--- config.mk ---
export PLATFORM = sky130hd
export DESIGN_NAME = trn_tx_arb
export DESIGN_NICKNAME = d
export VERILOG_FILES = /design/src/rtl/trn_tx_arb.sv
export SDC_FILE = /design/constraint.sdc
export NUM_CORES = 1
export LEC_CHECK = 0
export CORE_AREA = 2 2 96 98
export CTS_BUF_LIST = sky130_fd_sc_hd__clkbuf_16
export DETAILED_ROUTE_END_ITERATION = 12
export DIE_AREA = 0 0 98 100
export PLACE_DENSITY_LB_ADDON = 0.05
export REMOVE_ABC_BUFFERS = 1
export SETUP_SLACK_MARGIN = 0.3
export SLEW_MARGIN = 30
export SYNTH_ARGS = -nofsm -noshare
export SYNTH_HDL_FRONTEND = slang
export SYNTH_SLANG_ARGS = --single-unit
--- constraint.sdc ---
create_clock -name clk_i -period 1.6 [get_ports clk_i]
set_clock_uncertainty 0.1 [all_clocks]
set_input_delay 0.32 -clock clk_i [delete_from_list [all_inputs] [get_ports clk_i]]
set_output_delay 0.32 -clock clk_i [all_outputs]
set_load 0.05 [all_outputs]
--- src/rtl/trn_tx_arb.sv ---
// trn_tx_arb: round-robin arbiter and multiplexer for the PCIe endpoint TRN tx interface.
//
// N requesters share one TRN tx port. A requester raises req_i[i]; the arbiter answers with a
// registered one-hot grant (my_trn_o). The grantee signals that it drives the bus with drv_ep_i[i].
// The bus owner changes only between TLPs, and every ownership change is preceded by exactly one
// cycle with no grant (turnaround).
//
// Parameters
//   N         number of requesters (2..8); requester 0 gets the first grant after reset
//   WDOG_CYC  cycles a grantee may hold a grant without raising drv_ep (watchdog build only)
//
// Ports
//   clk_i                    clock (pcie_clk domain)
//   rst_i                    synchronous, active-high reset
//   req_i[N]                 per-requester bus request
//   my_trn_o[N]              one-hot (or zero) registered grant
//   drv_ep_i[N]              per-requester "driving the bus" flag (only honoured for the grantee)
//   req_trn_td_i[N*64]       per-requester data, requester i at [64*i +: 64]
//   req_trn_trem_n_i[N*8]    per-requester remainder
//   req_trn_tsof_n_i[N]      per-requester start of frame
//   req_trn_teof_n_i[N]      per-requester end of frame
//   req_trn_tsrc_rdy_n_i[N]  per-requester source ready
//   req_trn_tdst_rdy_n_o[N]  destination ready back to requesters; 1 for every non-owner
//   req_trn_tbuf_av_o[N*4]   buffer-available broadcast to every requester
//   trn_td_o .. trn_tsrc_rdy_n_o  muxed TRN tx outputs to the endpoint
//   trn_tdst_rdy_n_i         destination ready from the endpoint
//   trn_tbuf_av_i            buffer available from the endpoint
//   wdog_cnt_o               grants revoked by the watchdog (only with TRN_ARB_WDOG_EN)
//
// Configuration
//   TRN_ARB_WDOG_EN  when defined, a grantee that does not raise drv_ep within WDOG_CYC cycles
//                    loses the grant and wdog_cnt_o counts the event (saturating).

module trn_tx_arb #(
  parameter int unsigned N        = 2,
  parameter int unsigned WDOG_CYC = 64
) (
  input  logic            clk_i,
  input  logic            rst_i,
  input  logic [N-1:0]    req_i,
  output logic [N-1:0]    my_trn_o,
  input  logic [N-1:0]    drv_ep_i,
  input  logic [N*64-1:0] req_trn_td_i,
  input  logic [N*8-1:0]  req_trn_trem_n_i,
  input  logic [N-1:0]    req_trn_tsof_n_i,
  input  logic [N-1:0]    req_trn_teof_n_i,
  input  logic [N-1:0]    req_trn_tsrc_rdy_n_i,
  output logic [N-1:0]    req_trn_tdst_rdy_n_o,
  output logic [N*4-1:0]  req_trn_tbuf_av_o,
  output logic [63:0]     trn_td_o,
  output logic [7:0]      trn_trem_n_o,
  output logic            trn_tsof_n_o,
  output logic            trn_teof_n_o,
  output logic            trn_tsrc_rdy_n_o,
  input  logic            trn_tdst_rdy_n_i,
  input  logic [3:0]      trn_tbuf_av_i
`ifdef TRN_ARB_WDOG_EN
  ,
  output logic [15:0]     wdog_cnt_o
`endif
);

  localparam int unsigned IW = (N > 1) ? $clog2(N) : 1;

  typedef enum logic [1:0] {
    StIdle,
    StGrant,
    StBusy,
    StRelease
  } state_e;

  state_e          state_q, state_d;
  logic [N-1:0]    my_trn_q, my_trn_d;
  logic [IW-1:0]   last_q, last_d;
  logic            in_pkt_q, in_pkt_d;

  logic [IW-1:0]   pick;
  logic            pick_vld;
  logic [IW-1:0]   scan_idx;
  logic            own_drv;
  logic            own_req;
  logic            beat_acc;
  logic            wdog_fire;

  // The grant register doubles as the owner decode: it is non-zero exactly in GRANT/BUSY.
  assign own_drv = |(drv_ep_i & my_trn_q);
  assign own_req = |(req_i & my_trn_q);

  assign my_trn_o          = my_trn_q;
  assign req_trn_tbuf_av_o = {N{trn_tbuf_av_i}};

  // Round-robin search starting one past the last grantee.
  always_comb begin
    pick     = '0;
    pick_vld = 1'b0;
    scan_idx = '0;
    for (int unsigned j = 1; j <= N; j++) begin
      scan_idx = IW'((32'(last_q) + j) % N);
      if (!pick_vld && req_i[scan_idx]) begin
        pick_vld = 1'b1;
        pick     = scan_idx;
      end
    end
  end

  // Output mux: idle values unless a requester owns the bus.
  always_comb begin
    trn_td_o             = '0;
    trn_trem_n_o         = 8'hFF;
    trn_tsof_n_o         = 1'b1;
    trn_teof_n_o         = 1'b1;
    trn_tsrc_rdy_n_o     = 1'b1;
    req_trn_tdst_rdy_n_o = '1;
    for (int i = 0; i < int'(N); i++) begin
      if (my_trn_q[i]) begin
        trn_td_o                = req_trn_td_i[64*i +: 64];
        trn_trem_n_o            = req_trn_trem_n_i[8*i +: 8];
        trn_tsof_n_o            = req_trn_tsof_n_i[i];
        trn_teof_n_o            = req_trn_teof_n_i[i];
        trn_tsrc_rdy_n_o        = req_trn_tsrc_rdy_n_i[i];
        req_trn_tdst_rdy_n_o[i] = trn_tdst_rdy_n_i;
      end
    end
  end

  // Idle outputs keep tsrc_rdy_n high, so no beat is ever seen without an owner.
  assign beat_acc = !trn_tsrc_rdy_n_o && !trn_tdst_rdy_n_i;

`ifdef TRN_ARB_WDOG_EN
  localparam int unsigned WW = (WDOG_CYC > 1) ? $clog2(WDOG_CYC + 1) : 1;

  logic [WW-1:0] wdog_age_q, wdog_age_d;
  logic [15:0]   wdog_cnt_q, wdog_cnt_d;

  // A dropped request takes priority over the timeout, so it is not counted as a violation.
  assign wdog_fire = (state_q == StGrant) && !own_drv && own_req &&
                     (wdog_age_q == WW'(WDOG_CYC - 1));

  always_comb begin
    wdog_age_d = wdog_age_q;
    wdog_cnt_d = wdog_cnt_q;
    if (state_q != StGrant) begin
      wdog_age_d = '0;
    end else if (!own_drv && !wdog_fire) begin
      wdog_age_d = wdog_age_q + 1'b1;
    end
    if (wdog_fire && (wdog_cnt_q != 16'hFFFF)) begin
      wdog_cnt_d = wdog_cnt_q + 16'd1;
    end
  end

  always_ff @(posedge clk_i) begin
    if (rst_i) begin
      wdog_age_q <= '0;
      wdog_cnt_q <= '0;
    end else begin
      wdog_age_q <= wdog_age_d;
      wdog_cnt_q <= wdog_cnt_d;
    end
  end

  assign wdog_cnt_o = wdog_cnt_q;
`else
  assign wdog_fire = 1'b0;
`endif

  // Arbitration also runs in RELEASE: the grant lands right after the single no-grant cycle.
  // last_q already points at the previous owner, so a revoked or finished grantee is searched last.
  always_comb begin
    state_d  = state_q;
    my_trn_d = my_trn_q;
    last_d   = last_q;
    case (state_q)
      StIdle, StRelease: begin
        state_d  = StIdle;
        my_trn_d = '0;
        if (pick_vld) begin
          state_d  = StGrant;
          my_trn_d = N'(1) << pick;
          last_d   = pick;
        end
      end
      StGrant: begin
        if (own_drv) begin
          state_d = StBusy;
        end else if (!own_req || wdog_fire) begin
          state_d  = StRelease;
          my_trn_d = '0;
        end
      end
      StBusy: begin
        // Owner keeps the bus while a TLP is open even if drv_ep drops early.
        if (!own_drv && !in_pkt_q) begin
          state_d  = StRelease;
          my_trn_d = '0;
        end
      end
      default: begin
        state_d  = StIdle;
        my_trn_d = '0;
      end
    endcase
  end

  // TLP tracking on accepted beats; a single-beat TLP never opens a packet.
  always_comb begin
    in_pkt_d = in_pkt_q;
    if (beat_acc) begin
      if (!trn_teof_n_o) begin
        in_pkt_d = 1'b0;
      end else if (!trn_tsof_n_o) begin
        in_pkt_d = 1'b1;
      end
    end
    if ((state_d != StGrant) && (state_d != StBusy)) begin
      in_pkt_d = 1'b0;
    end
  end

  always_ff @(posedge clk_i) begin
    if (rst_i) begin
      state_q  <= StIdle;
      my_trn_q <= '0;
      last_q   <= IW'(N - 1);
      in_pkt_q <= 1'b0;
    end else begin
      state_q  <= state_d;
      my_trn_q <= my_trn_d;
      last_q   <= last_d;
      in_pkt_q <= in_pkt_d;
    end
  end

endmodule

# --- Word-level counts from Yosys, hierarchy flattened ---
# Cells that the tools add are included.
classes:
  add_sub_neg: 2
  n_shift: 1
  reduce_logical: 17
  muxes: 32
  eq_ne: 9
  magnitude_cmp: 2
  bitwise: 2
ops:
  columns: ["operator", "count"]
  rows:
  - ["64-bit 2-to-1 mux", 2]
  - ["1-bit 2-to-1 mux", 19]
  - ["8-bit 2-to-1 mux", 2]
  - ["2-bit 2-to-1 mux", 7]
  - ["2-bit case mux with 3 select lines", 2]
  - ["2-bit != test, second input constant", 5]
  - ["2-bit OR reduction", 4]
  - ["1-bit logical NOT", 5]
  - ["2-bit bitwise AND", 2]
  - ["2-bit equality test, second input constant", 2]
  - ["1-bit logical AND", 4]
  - ["1-bit by 2-bit < comparator with 1-bit output, second input constant", 2]
  - ["2-bit AND reduction", 2]
  - ["3-bit AND reduction", 1]
  - ["1-bit adder, second input constant", 2]
  - ["2-bit by 1-bit equality test with 1-bit output, second input constant", 1]
  - ["2-bit logical NOT", 1]
  - ["2-bit by 1-bit != test with 1-bit output, second input constant", 1]
  - ["1-bit by 1-bit left shift with 2-bit output, first input constant", 1]
word_totals:
  elab_cells: 69
  register_bits: 6
  output_inout_bits: 87

# --- Depth between registers and ports, before layout ---
# Gate-level depths: netlist (run 1).
logic_depth:
  ltp_word: 12
  depth_mapped: 6
  depth_no_buf: 6

# --- Worst setup path before layout (run 1) ---
# Ideal clock, no wire load.
synth_timing:
  kind: "register -> register"
  startpoint: "register my_trn_q[1], in the netlist my_trn_o[1]"
  endpoint: "register in_pkt_q"
  stages_incl_launch_ff: 7
  n_path_buf: 2
  arrival_ns: 2.389
  path_slack_ns: -0.964
  synth_period_minus_slack_ns: 2.564
  cell_sequence: "dfxtp_1 -> buf_6 -> or2b_1 -> buf_2 -> a2bb2oi_1 -> o221ai_1 -> a31oi_1"
synth_via:
  word_cells_on_any_way: 22
  classes_between: "eq/ne: 3; mux: 8; bitwise: 2; reduce/logical: 9"
synth_lines:
  columns: ["element", "line", "source"]
  rows:
  - ["start, declared", "73", "logic [N-1:0] my_trn_q, my_trn_d;"]
  - ["start signal, assigned", "228", "my_trn_q <= my_trn_d;"]
  - ["1-bit 2-to-1 mux *", "115", "if (my_trn_q[i]) begin"]
  - ["named net trn_teof_n_o", "53", "output logic trn_teof_n_o,"]
  - ["2-bit != test (no source line)", null, null]
  - ["2-bit AND reduction (no source line)", null, null]
  - ["end signal, assigned", "230", "in_pkt_q <= in_pkt_d;"]
  - ["end, declared", "75", "logic in_pkt_q, in_pkt_d;"]
# Mark *: on every way through the listed nets, which the timed path passes. The rest lies on a longest branch.
# A chain may end at the register's enable or synchronous reset.

# --- Worst setup path in the final report (run 1) ---
layout_timing:
  startpoint: "register my_trn_q[1], in the netlist my_trn_o[1]"
  endpoint: "output port trn_tsof_n_o"
layout_via:
  elab_chain_cells: 1
layout_lines:
  columns: ["element", "line", "source"]
  rows:
  - ["1-bit 2-to-1 mux", "115", null]
  - ["end, declared", "52", "output logic trn_tsof_n_o,"]
# Every way passes these cells.

==> results of run 1 <==
-- worst max-delay path by stage --
stage                     cells after the start  slack, ns                     to
after floorplan                               2      -3.07            trn_td_o[0]
after global placement                        5      -0.31  in_pkt_q$_SDFFE_PP0P_
after detailed placement                      5      -0.32  in_pkt_q$_SDFFE_PP0P_
after CTS                                     4      -0.25           trn_tsof_n_o
after global routing                          5      -0.28           trn_td_o[18]
final                                         4      -0.25           trn_tsof_n_o
-- per-layer routing --
layer  vias to the layer above  share of wire [%]  GRT usage (%)
met1                      1173                 38          24.80
met3                        22                6.8          5.084
met2                       119                 52          35.25
met4                         0                3.1          5.876
li1                       1185                  -              -
met5                         -                  0              0
-- cell families (layout without fill, tap and decap cells) --
kind of cell | after synthesis | in the layout | synth area share [%]
and+or+nand+nor | 29 | 29 | 12.32
AOI/OAI and AO/OA | 97 | 97 | 60.70
adders and majority gates | 3 | 3 | 2.933
buffers and inverters | 39 | 298 | 14.66
DFF | 6 | 6 | 9.385
-- per-stage QoR --
step / hold WS, ns / cell area, µm² / utilization, %
final: 0.4628 / 5599 / 62.98
after floorplan: 0.2891 / 1145 / -
after global routing: 0.4953 / 5599 / 62.98
after detailed placement: 0.4080 / 4681 / 52.65
after CTS: 0.4166 / 5160 / 58.04
after global placement: 0.3914 / 4681 / 52.65
-- critical path, delay by kind of cell (launching register included) --
kind          cells  cell delay (ns)
buf+inv           2             0.29
flops             1             0.37
simple gates      2             0.53
-- what timing repair did --
item / in CTS / in global routing
cloned: 1 / 4
pin swaps: 21 / 20
setup buffers: 10 / 5
setup endpoints to repair: 85 / 85
gates resized for setup: 71 / 41
-- where the power goes --
part           leakage (nW)  internal [mW]  switching (mW)  total [mW]
Clock                0.0370          0.321          0.0848       0.406
Sequential           0.0509          0.172          0.0250       0.197
Combinational          2.30           1.94            1.71        3.65
Total                  2.39           2.43            1.82        4.25
-- area by class of cell --
| cell class | instances | area, µm² | area share, % |
|---|---|---|---|
| multi-input cells | 129 | 1504 | 26.86 |
| flip-flops and latches | 6 | 128.9 | 2.302 |
| inverters | 14 | 52.55 | 0.9385 |
| repair buffers | 281 | 3700 | 66.08 |
| clock buffers | 3 | 75.07 | 1.341 |
| well taps | 111 | 138.9 | 2.480 |
-- flip-flops by register name, summed over array words and instances (netlist names) --
signal,cells
state_q,2
my_trn_o,2
in_pkt_q,1
last_q,1
-- Yosys cell counts, drive strengths merged, types with 3 or more instances --
master	number	share of area (%)
a21oi	13	5.1
buf	18	8.5
nor2	10	2.9
o21ai	6	2.3
nand2	3	0.88
inv	14	4.1
clkbuf	7	2.1
nand2b	4	2.0
ha	3	2.9
a22o	66	45
dfxtp	6	9.4
==> impl_metrics.py, run 1 <==
metrics = {
    "placed_design": {
        "dpl_worst_slack_ns": -0.3233,
        "place_inst": 521,
        "hpwl_um": 8563,
        "place.gp.congestion": 0.8603,
        "port_buffers": 235,
    },
    "worst_hold_path": {
        "hold_depth": 2,
        "min_from": "last_q$_SDFFE_PP1P_",
        "hold_end": "last_q$_SDFFE_PP1P_",
        "hold_class": "flip-flop to flip-flop",
    },
    "drt": {
        "drtIter0Drc": 78,
        "route.detailed.drc": 0,
        "num_vias": 2499,
        "first_pass_iters": 4,
        "viasPerCell": 4.594,
        "drtAntennaViolNets": 0,
        "wl_um": 11390,
        "wl_per_cell_um": 20.93,
    },
    "synth": {
        "synthFlopType": "dfxtp_1",
        "synth_edf_count": 0,
        "synth_seq_cells": 6,
        "yosysWarnings": 0,
        "syn_area_mm2": 0.001280,
        "yosysUniqueCellTypes": 34,
        "syn_avg_cell_area_um2": 7.356,
        "yosysSeqAreaShare_pct": 9.384,
        "syn_inst": 174,
        "synthArstFlopShare_pct": 0,
    },
    "floorplan": {
        "start_util_pct": 14.40,
        "rows": 35,
        "die_y_um": 100,
        "dieArea_mm2": 0.009800,
        "ioPinCount": 248,
        "die_x_um": 98,
        "coreArea_mm2": 0.008890,
    },
    "critical_path": {
        "r2r_end": "in_pkt_q$_SDFFE_PP0P_",
        "path_max_fanout": 6,
        "cp.required_ns": 1.18,
        "rrSetupSlack_ns": -0.19,
        "cp-startpoint": "my_trn_o[1]$_SDFFE_PP0P_",
        "reg2reg_from": "my_trn_o[1]$_SDFFE_PP0P_",
        "ff2ff_path_depth": 6,
        "cp-start-kind": "flip-flop",
        "slowest_delay_ns": 0.38,
        "cp_common_cell": "buf_8",
        "end_kind": "output pin",
        "crit_type": "flip-flop to output pin",
        "crit_chain": "buf_8 > or3b_4 > and2_4 > buf_8",
        "critical_path.slowest_cell": "or3b_4",
        "cp.arrival_ns": 1.43,
    },
    "global_route": {
        "antenna_found_initial": 0,
        "grt_overflow": 0,
        "grt_pass1_wl_um": 15410,
        "grt_max_degree": 30,
        "first_global_vias": 2423,
        "grt_use_total_pct": 20.26,
    },
    "sta": {
        "fmax_mhz": 540.7,
        "tightest_slew_ns": 0.3092,
        "rsz0062_at_grt": "true",
        "slew_headroom_pct": 79.17,
        "final_max_slew_viol_count": 0,
        "min_period_over_period_pct": 115.6,
        "setup_slack_ns": -0.2493,
        "hold_viol": 0,
        "tns_ns": -14.89,
        "setup_violations": 79,
        "period_needed_ns": 1.849,
    },
    "final_layout": {
        "drive_gt1_share_pct": 47.81,
        "nFillCells": 698,
        "nNetsFinal": 599,
        "synthToLayoutAreaGrowth_pct": 337.4,
        "most-common-layout-cells": "152 x clkdlybuf4s50_1, 84 x buf_12, 41 x a22o_4",
        "antennaDiodeCount": 0,
        "final_common_cell": "clkdlybuf4s50_1",
        "stdcell_count": 544,
    },
    "clock_network": {
        "cts.clk_slew.worst_paths_ns": 0.03,
        "clock-sinks": 6,
        "cts_tree": "done",
        "ctsHtreeMaxLevel": 1,
        "max-clock-path-buffers": 2,
        "cts-root-buf": "clkbuf_16",
        "clk-insertion-delay-late_ns": 0.23,
        "cts_hold_buf": 0,
        "numCtsBuffers": 3,
    },
    "power_and_ir_drop": {
        "p_per_area_mw_per_mm2": 759.1,
        "ir_drop_mv": 0.8523,
        "power_mw": 4.250,
        "static-leakage-power_nw": 2.393,
    },
    "outcome": {
        "outcome": "finished, violations left",
        "violations": "setup timing",
    },
    "job": {
        "maxCapViolations": 0,
    },
}
Note: power is estimated with default switching activity, not from simulation.
==> inputs of run 2 (changes only) <==
PLACE_DENSITY = 0.66   (was default)
PLACE_DENSITY_LB_ADDON = default   (was 0.05)
==> run 2 against run 1 <==
Net effect:
- largest power group unchanged
- clock power up 2%
- flip-flop and latch count did not move
- worst hold slack worse by 0.035 ns
- clock-buffer cell count stayed put
- the run still ends with setup timing left
- maximum frequency decreased by 0.85%
==> impl_metrics.py, run 2 (synthesized netlist as in run 1, its figures left out) <==
metrics = {
    "sta": {
        "slew_headroom_pct": 82.21,
        "rsz0062_at_grt": "true",
        "fmax_mhz": 536.2,
        "setup_violations": 77,
        "final_max_slew_viol_count": 0,
        "min_period_over_period_pct": 116.6,
        "holdWs_ns": 0.4277,
        "hold_viol": 0,
        "period_needed_ns": 1.865,
        "setup_slack_ns": -0.2651,
        "tightest_slew_ns": 0.2669,
    },
    "drt": {
        "first_pass_iters": 4,
        "wl_um": 10580,
        "wl_per_cell_um": 19.81,
        "route.detailed.drc": 0,
        "drtAntennaViolNets": 0,
        "num_vias": 2548,
        "viasPerCell": 4.772,
        "drtIter0Drc": 44,
    },
    "floorplan": {
        "die_y_um": 100,
        "dieArea_mm2": 0.009800,
        "start_util_pct": 14.40,
        "ioPinCount": 248,
        "rows": 35,
        "coreArea_mm2": 0.008890,
        "die_x_um": 98,
    },
    "critical_path": {
        "cp.required_ns": 1.18,
        "end_kind": "output pin",
        "path_max_fanout": 5,
        "path_depth": 4,
        "cp-start-kind": "flip-flop",
        "critPathBufInv": 2,
        "ff2ff_path_depth": 6,
        "slowest_delay_ns": 0.38,
        "cp.arrival_ns": 1.45,
        "critical_path.slowest_cell": "dfxtp_4",
        "crit_type": "flip-flop to output pin",
        "crit_chain": "buf_12 > or3b_4 > and2_4 > buf_12",
        "cp-startpoint": "my_trn_o[1]$_SDFFE_PP0P_",
        "cp_common_cell": "buf_12",
        "reg2reg_from": "my_trn_o[1]$_SDFFE_PP0P_",
        "cp_top_family": "simple AND/OR/NAND/NOR gates",
    },
    "power_and_ir_drop": {
        "p_switching_mw": 1.874,
        "swShare_pct": 42.89,
        "static-leakage-power_nw": 2.477,
        "sequentialPowerShare_pct": 4.4,
        "internal_power_mw": 2.494,
        "comb_power_share_pct": 86.1,
        "p_per_area_mw_per_mm2": 756.6,
        "p_clk_share_pct": 9.5,
        "ir_drop_mv": 0.5785,
    },
    "global_route": {
        "grt_use_total_pct": 18.48,
        "grt_max_degree": 29,
        "first_global_vias": 2453,
        "grt_overflow": 0,
        "antenna_found_initial": 0,
        "grt_pass1_wl_um": 14190,
    },
    "placed_design": {
        "place.gp.congestion": 0.8325,
        "hpwl_um": 7662,
        "place_area_mm2": 0.004633,
        "port_buffers": 235,
    },
    "final_layout": {
        "postLayoutCellArea_mm2": 0.005773,
        "final_common_cell": "clkdlybuf4s50_1",
        "antennaDiodeCount": 0,
        "drive_gt1_share_pct": 51.30,
        "nNetsFinal": 589,
        "most-common-layout-cells": "151 x clkdlybuf4s50_1, 84 x buf_12, 57 x a22o_4",
        "synthToLayoutAreaGrowth_pct": 351.0,
    },
    "clock_network": {
        "cts.clk_slew.worst_paths_ns": 0.03,
        "clock-sinks": 6,
        "cts_tree": "done",
        "clk-insertion-delay-late_ns": 0.23,
        "numCtsBuffers": 3,
        "cts_hold_buf": 0,
        "cts-root-buf": "clkbuf_16",
        "max-clock-path-buffers": 2,
        "ctsHtreeMaxLevel": 1,
    },
    "worst_hold_path": {
        "hold_depth": 1,
        "min_from": "last_q$_SDFFE_PP1P_",
        "hold_class": "flip-flop to flip-flop",
    },
    "outcome": {
        "violations": "setup timing",
        "outcome": "finished, violations left",
    },
    "job": {
        "maxCapViolations": 0,
    },
}
[run 2: changes by cell type in the layout (fill, tap and decap cells not counted), moves of 2 or more]
cell	delta
o21ai_2	+3
dlygate4sd2_1	+2
o21ai_1	-2
nor2_2	-7
a22o_4	+16
nand2_2	+2
a22o_1	-16
buf_4	-13
nand2_4	-2
nor2_4	+6
buf_16	+3
[run 2: power groups by stage]
| stage | Sequential, mW | Clock, mW | Combinational (mW) |
|---|---|---|---|
| after global routing | 0.196 | 0.428 | 3.88 |
| after detailed placement | 0.195 | 0 | 3.08 |
| after floorplan | 0.247 | 0 | 1.27 |
| after CTS | 0.193 | 0.418 | 3.37 |
| final | 0.193 | 0.416 | 3.76 |
| after global placement | 0.194 | 0 | 3.06 |
[run 2: area by class of cell]
cell class | count | area (µm²)
Timing Repair Buffer | 271 | 3676
Tap cell | 111 | 138.9
Clock buffer | 3 | 75.07
Inverter | 14 | 52.55
Sequential cell | 6 | 128.9
Multi-Input combinational cell | 129 | 1702
Fill cell | 612 | 3117
[run 2: stage by stage]
stage	TNS [ns]	setup WS, ns	std cells	utilization (%)	power (mW)
finish	-15.56	-0.2651	534	64.94	4.368
CTS	-17.56	-0.2626	524	58.02	3.986
global route	-18.00	-0.2847	534	64.94	4.502
global placement	-5.352	-0.2887	513	52.12	3.252
detailed placement	-6.731	-0.3329	513	52.12	3.276
floorplan	-226.01	-3.066	149	-	1.513
[run 2: final timing paths]
| check | slack (ns) | end |
|---|---|---|
| setup / recovery | -0.27 | trn_tsrc_rdy_n_o |
| hold / removal | 0.43 | last_q$_SDFFE_PP1P_ |
| setup reg to reg | -0.12 | in_pkt_q$_SDFFE_PP0P_ |
| hold reg to reg | 0.43 | last_q$_SDFFE_PP1P_ |
[run 2: what timing repair did]
action                                  in CTS  in global routing
pin swaps                                   18                 17
endpoints found under the setup margin      85                 85
setup buffers                                7                  4
resized for setup                           76                 60
cloned                                       1                  6
[run 2: per-layer routing]
metal / routed length (µm) / share of wire (%) / track usage, % / vias to the layer above
li1: - / - / - / 1172
met4: 130 / 1.2 / 3.205 / 0
met2: 5885 / 56 / 35.09 / 120
met5: 0 / 0 / 0 / -
met3: 601 / 5.7 / 3.482 / 8
met1: 3961 / 37 / 21.81 / 1248
==> inputs of run 3 (changes only) <==
CELL_PAD_IN_SITES_DETAIL_PLACEMENT = 1   (was default)
CELL_PAD_IN_SITES_GLOBAL_PLACEMENT = 1   (was default)
CORE_AREA = default   (was 2 2 96 98)
CORE_MARGIN = 1.5   (was default)
CORE_UTILIZATION = 10   (was default)
DIE_AREA = default   (was 0 0 98 100)
PLACE_DENSITY = default   (was 0.66)
PLACE_DENSITY_LB_ADDON = 0.1   (was default)
SLEW_MARGIN = default   (was 30)
TNS_END_PERCENT = 20   (was default)
==> run 3 against run 2 <==
Net effect:
- maximum frequency grew 0.66%
- register-to-register slack lost 0.02 ns
- flip-flop and latch count is the same
- critical path type unchanged
- power shrank 7.2%
- the run still ends with setup timing left
- final area shrank 7.2%
- worst hold slack gained 0.0043 ns
- clock-buffer cell count is the same
- critical path depth grew 1
- routed wire length grew 12%
- non-clock buffer count shrank 2
- worst setup slack gained 0.012 ns
==> impl_metrics.py, run 3 (synthesized netlist as in run 1, its figures left out) <==
metrics = {
    "outcome": {
        "outcome": "finished, violations left",
        "violations": "setup timing",
    },
    "global_route": {
        "grt_pass1_wl_um": 16330,
        "grt_use_total_pct": 16.32,
        "first_global_vias": 2501,
        "grt_max_degree": 28,
        "grt_overflow": 0,
        "antenna_found_initial": 2,
    },
    "critical_path": {
        "critical_path.slowest_cell": "dfxtp_4",
        "cp_common_cell": "buf_12",
        "cp_top_family": "buffers and inverters",
        "cp-start-kind": "flip-flop",
        "cp.arrival_ns": 1.43,
        "crit_chain": "nor2b_4 > buf_12 > buf_16 > a22o_1 > buf_12",
        "rrSetupSlack_ns": -0.14,
        "ff2ff_path_depth": 6,
        "reg2reg_from": "my_trn_o[1]$_SDFFE_PP0P_",
        "slowest_delay_ns": 0.37,
        "r2r_end": "in_pkt_q$_SDFFE_PP0P_",
        "end_kind": "output pin",
        "crit_type": "flip-flop to output pin",
        "path_max_fanout": 17,
        "cp.required_ns": 1.18,
        "critPathBufInv": 3,
        "path_depth": 5,
    },
    "floorplan": {
        "rows": 41,
        "start_util_pct": 10.18,
        "ioPinCount": 248,
        "die_x_um": 116.1,
        "coreArea_mm2": 0.01257,
        "dieArea_mm2": 0.01349,
        "die_y_um": 116.1,
    },
    "drt": {
        "met1_length_um": 4203,
        "dr_wl_met3_um": 1270,
        "viasPerCell": 4.135,
        "drtIter0Drc": 50,
        "highest_layer": "met5",
        "wl_per_cell_um": 19.86,
        "drtAntennaViolNets": 0,
        "num_vias": 2456,
        "route.met2.wl_um": 6230,
        "wl_um": 11800,
        "route.detailed.drc": 0,
        "first_pass_iters": 4,
    },
    "sta": {
        "setup_slack_ns": -0.2530,
        "setup_violations": 78,
        "rsz0062_at_grt": "true",
        "fmax_mhz": 539.7,
        "period_needed_ns": 1.853,
        "final_max_slew_viol_count": 0,
        "slew_headroom_pct": 75.37,
        "tns_ns": -17.18,
        "hold_viol": 0,
        "tightest_slew_ns": 0.3657,
        "min_period_over_period_pct": 115.8,
    },
    "power_and_ir_drop": {
        "comb_power_share_pct": 85.2,
        "p_per_area_mw_per_mm2": 756.6,
        "p_switching_mw": 1.763,
        "ir_drop_mv": 0.3682,
        "internal_power_mw": 2.289,
        "sequentialPowerShare_pct": 4.8,
        "p_clk_share_pct": 10.0,
        "power_mw": 4.052,
        "static-leakage-power_nw": 2.211,
        "swShare_pct": 43.50,
    },
    "placed_design": {
        "port_buffers": 235,
        "place.gp.congestion": 0.8421,
        "place_area_mm2": 0.004742,
        "hpwl_um": 9424,
    },
    "final_layout": {
        "drive_gt1_share_pct": 41.57,
        "synthToLayoutAreaGrowth_pct": 318.4,
        "postLayoutCellArea_mm2": 0.005355,
        "most-common-layout-cells": "153 x clkdlybuf4s50_1, 81 x buf_12, 41 x a22o_1",
        "final_common_cell": "clkdlybuf4s50_1",
        "nNetsFinal": 587,
    },
    "clock_network": {
        "clock-sinks": 6,
        "cts.clk_slew.worst_paths_ns": 0.03,
        "cts_hold_buf": 0,
        "clk-insertion-delay-late_ns": 0.23,
        "numCtsBuffers": 3,
        "cts-root-buf": "clkbuf_16",
        "cts_tree": "done",
        "max-clock-path-buffers": 2,
        "ctsHtreeMaxLevel": 1,
    },
    "worst_hold_path": {
        "hold_end": "last_q$_SDFFE_PP1P_",
        "min_from": "last_q$_SDFFE_PP1P_",
        "hold_class": "flip-flop to flip-flop",
        "hold_depth": 1,
    },
    "job": {
        "maxCapViolations": 0,
    },
}
[run 3: worst register-to-register path: cells and delay by family (launching register included)]
kind | cells | cell delay (ns)
AND/OR/NAND/NOR | 1 | 0.36
buffers and inverters | 2 | 0.28
AO/OA/AOI/OAI | 3 | 0.54
flip-flops | 1 | 0.37
[run 3: layer usage]
metal	vias to the layer above	track usage, %
met5	-	0
met4	2	2.358
li1	1165	-
met3	9	5.916
met2	116	31.49
met1	1164	17.25
[run 3: what timing repair did]
| action | 4_1_cts | 5_1_grt |
|---|---|---|
| gates resized for setup | 41 | 37 |
| cloned | 3 | 0 |
| setup buffers | 5 | 2 |
| hold endpoints to repair | 0 | 0 |
| setup endpoints to repair | 85 | 85 |
| pin swaps | 12 | 9 |
[run 3: through the flow]
stage / setup slack [ns] / hold slack [ns] / std cells / utilization [%]
2_1_floorplan: -3.066 / 0.2891 / 149 / -
3_3_place_gp: -0.2843 / 0.3983 / 580 / 37.73
3_5_place_dp: -0.3369 / 0.4222 / 580 / 37.73
4_1_cts: -0.2672 / 0.4340 / 591 / 41.12
5_1_grt: -0.2978 / 0.4570 / 593 / 42.59
6_report: -0.2530 / 0.4320 / 594 / 42.61
[run 3: how the worst max path moves through the flow]
stage / endpoint / startpoint / slack, ns
6_report: trn_td_o[16] / my_trn_o[0]$_SDFFE_PP0P_ / -0.25
5_1_grt: trn_td_o[58] / my_trn_o[0]$_SDFFE_PP0P_ / -0.30
4_1_cts: trn_td_o[46] / my_trn_o[0]$_SDFFE_PP0P_ / -0.27
3_5_place_dp: in_pkt_q$_SDFFE_PP0P_ / req_i[0] / -0.34
3_3_place_gp: trn_tsof_n_o / req_trn_tsof_n_i[0] / -0.28
2_1_floorplan: trn_td_o[0] / my_trn_o[1]$_SDFFE_PP0P_ / -3.07
[run 3: layout make-up]
class                   instances  area, µm²
clock buffers                   3      75.07
fillers                      1367       7213
repair buffers                269       3545
inverters                      14      52.55
well taps                     172      215.2
multi-input cells             129       1338
flip-flops and latches          6      127.6
diodes                          1      2.502
[run 3: power by group through the flow]
stage          registers, mW  clock network, mW  logic, mW
2_1_floorplan          0.247                  0       1.27
3_3_place_gp           0.198                  0       3.10
3_5_place_dp           0.197                  0       3.13
4_1_cts                0.195              0.412       3.38
5_1_grt                0.198              0.418       3.57
6_report               0.195              0.406       3.45
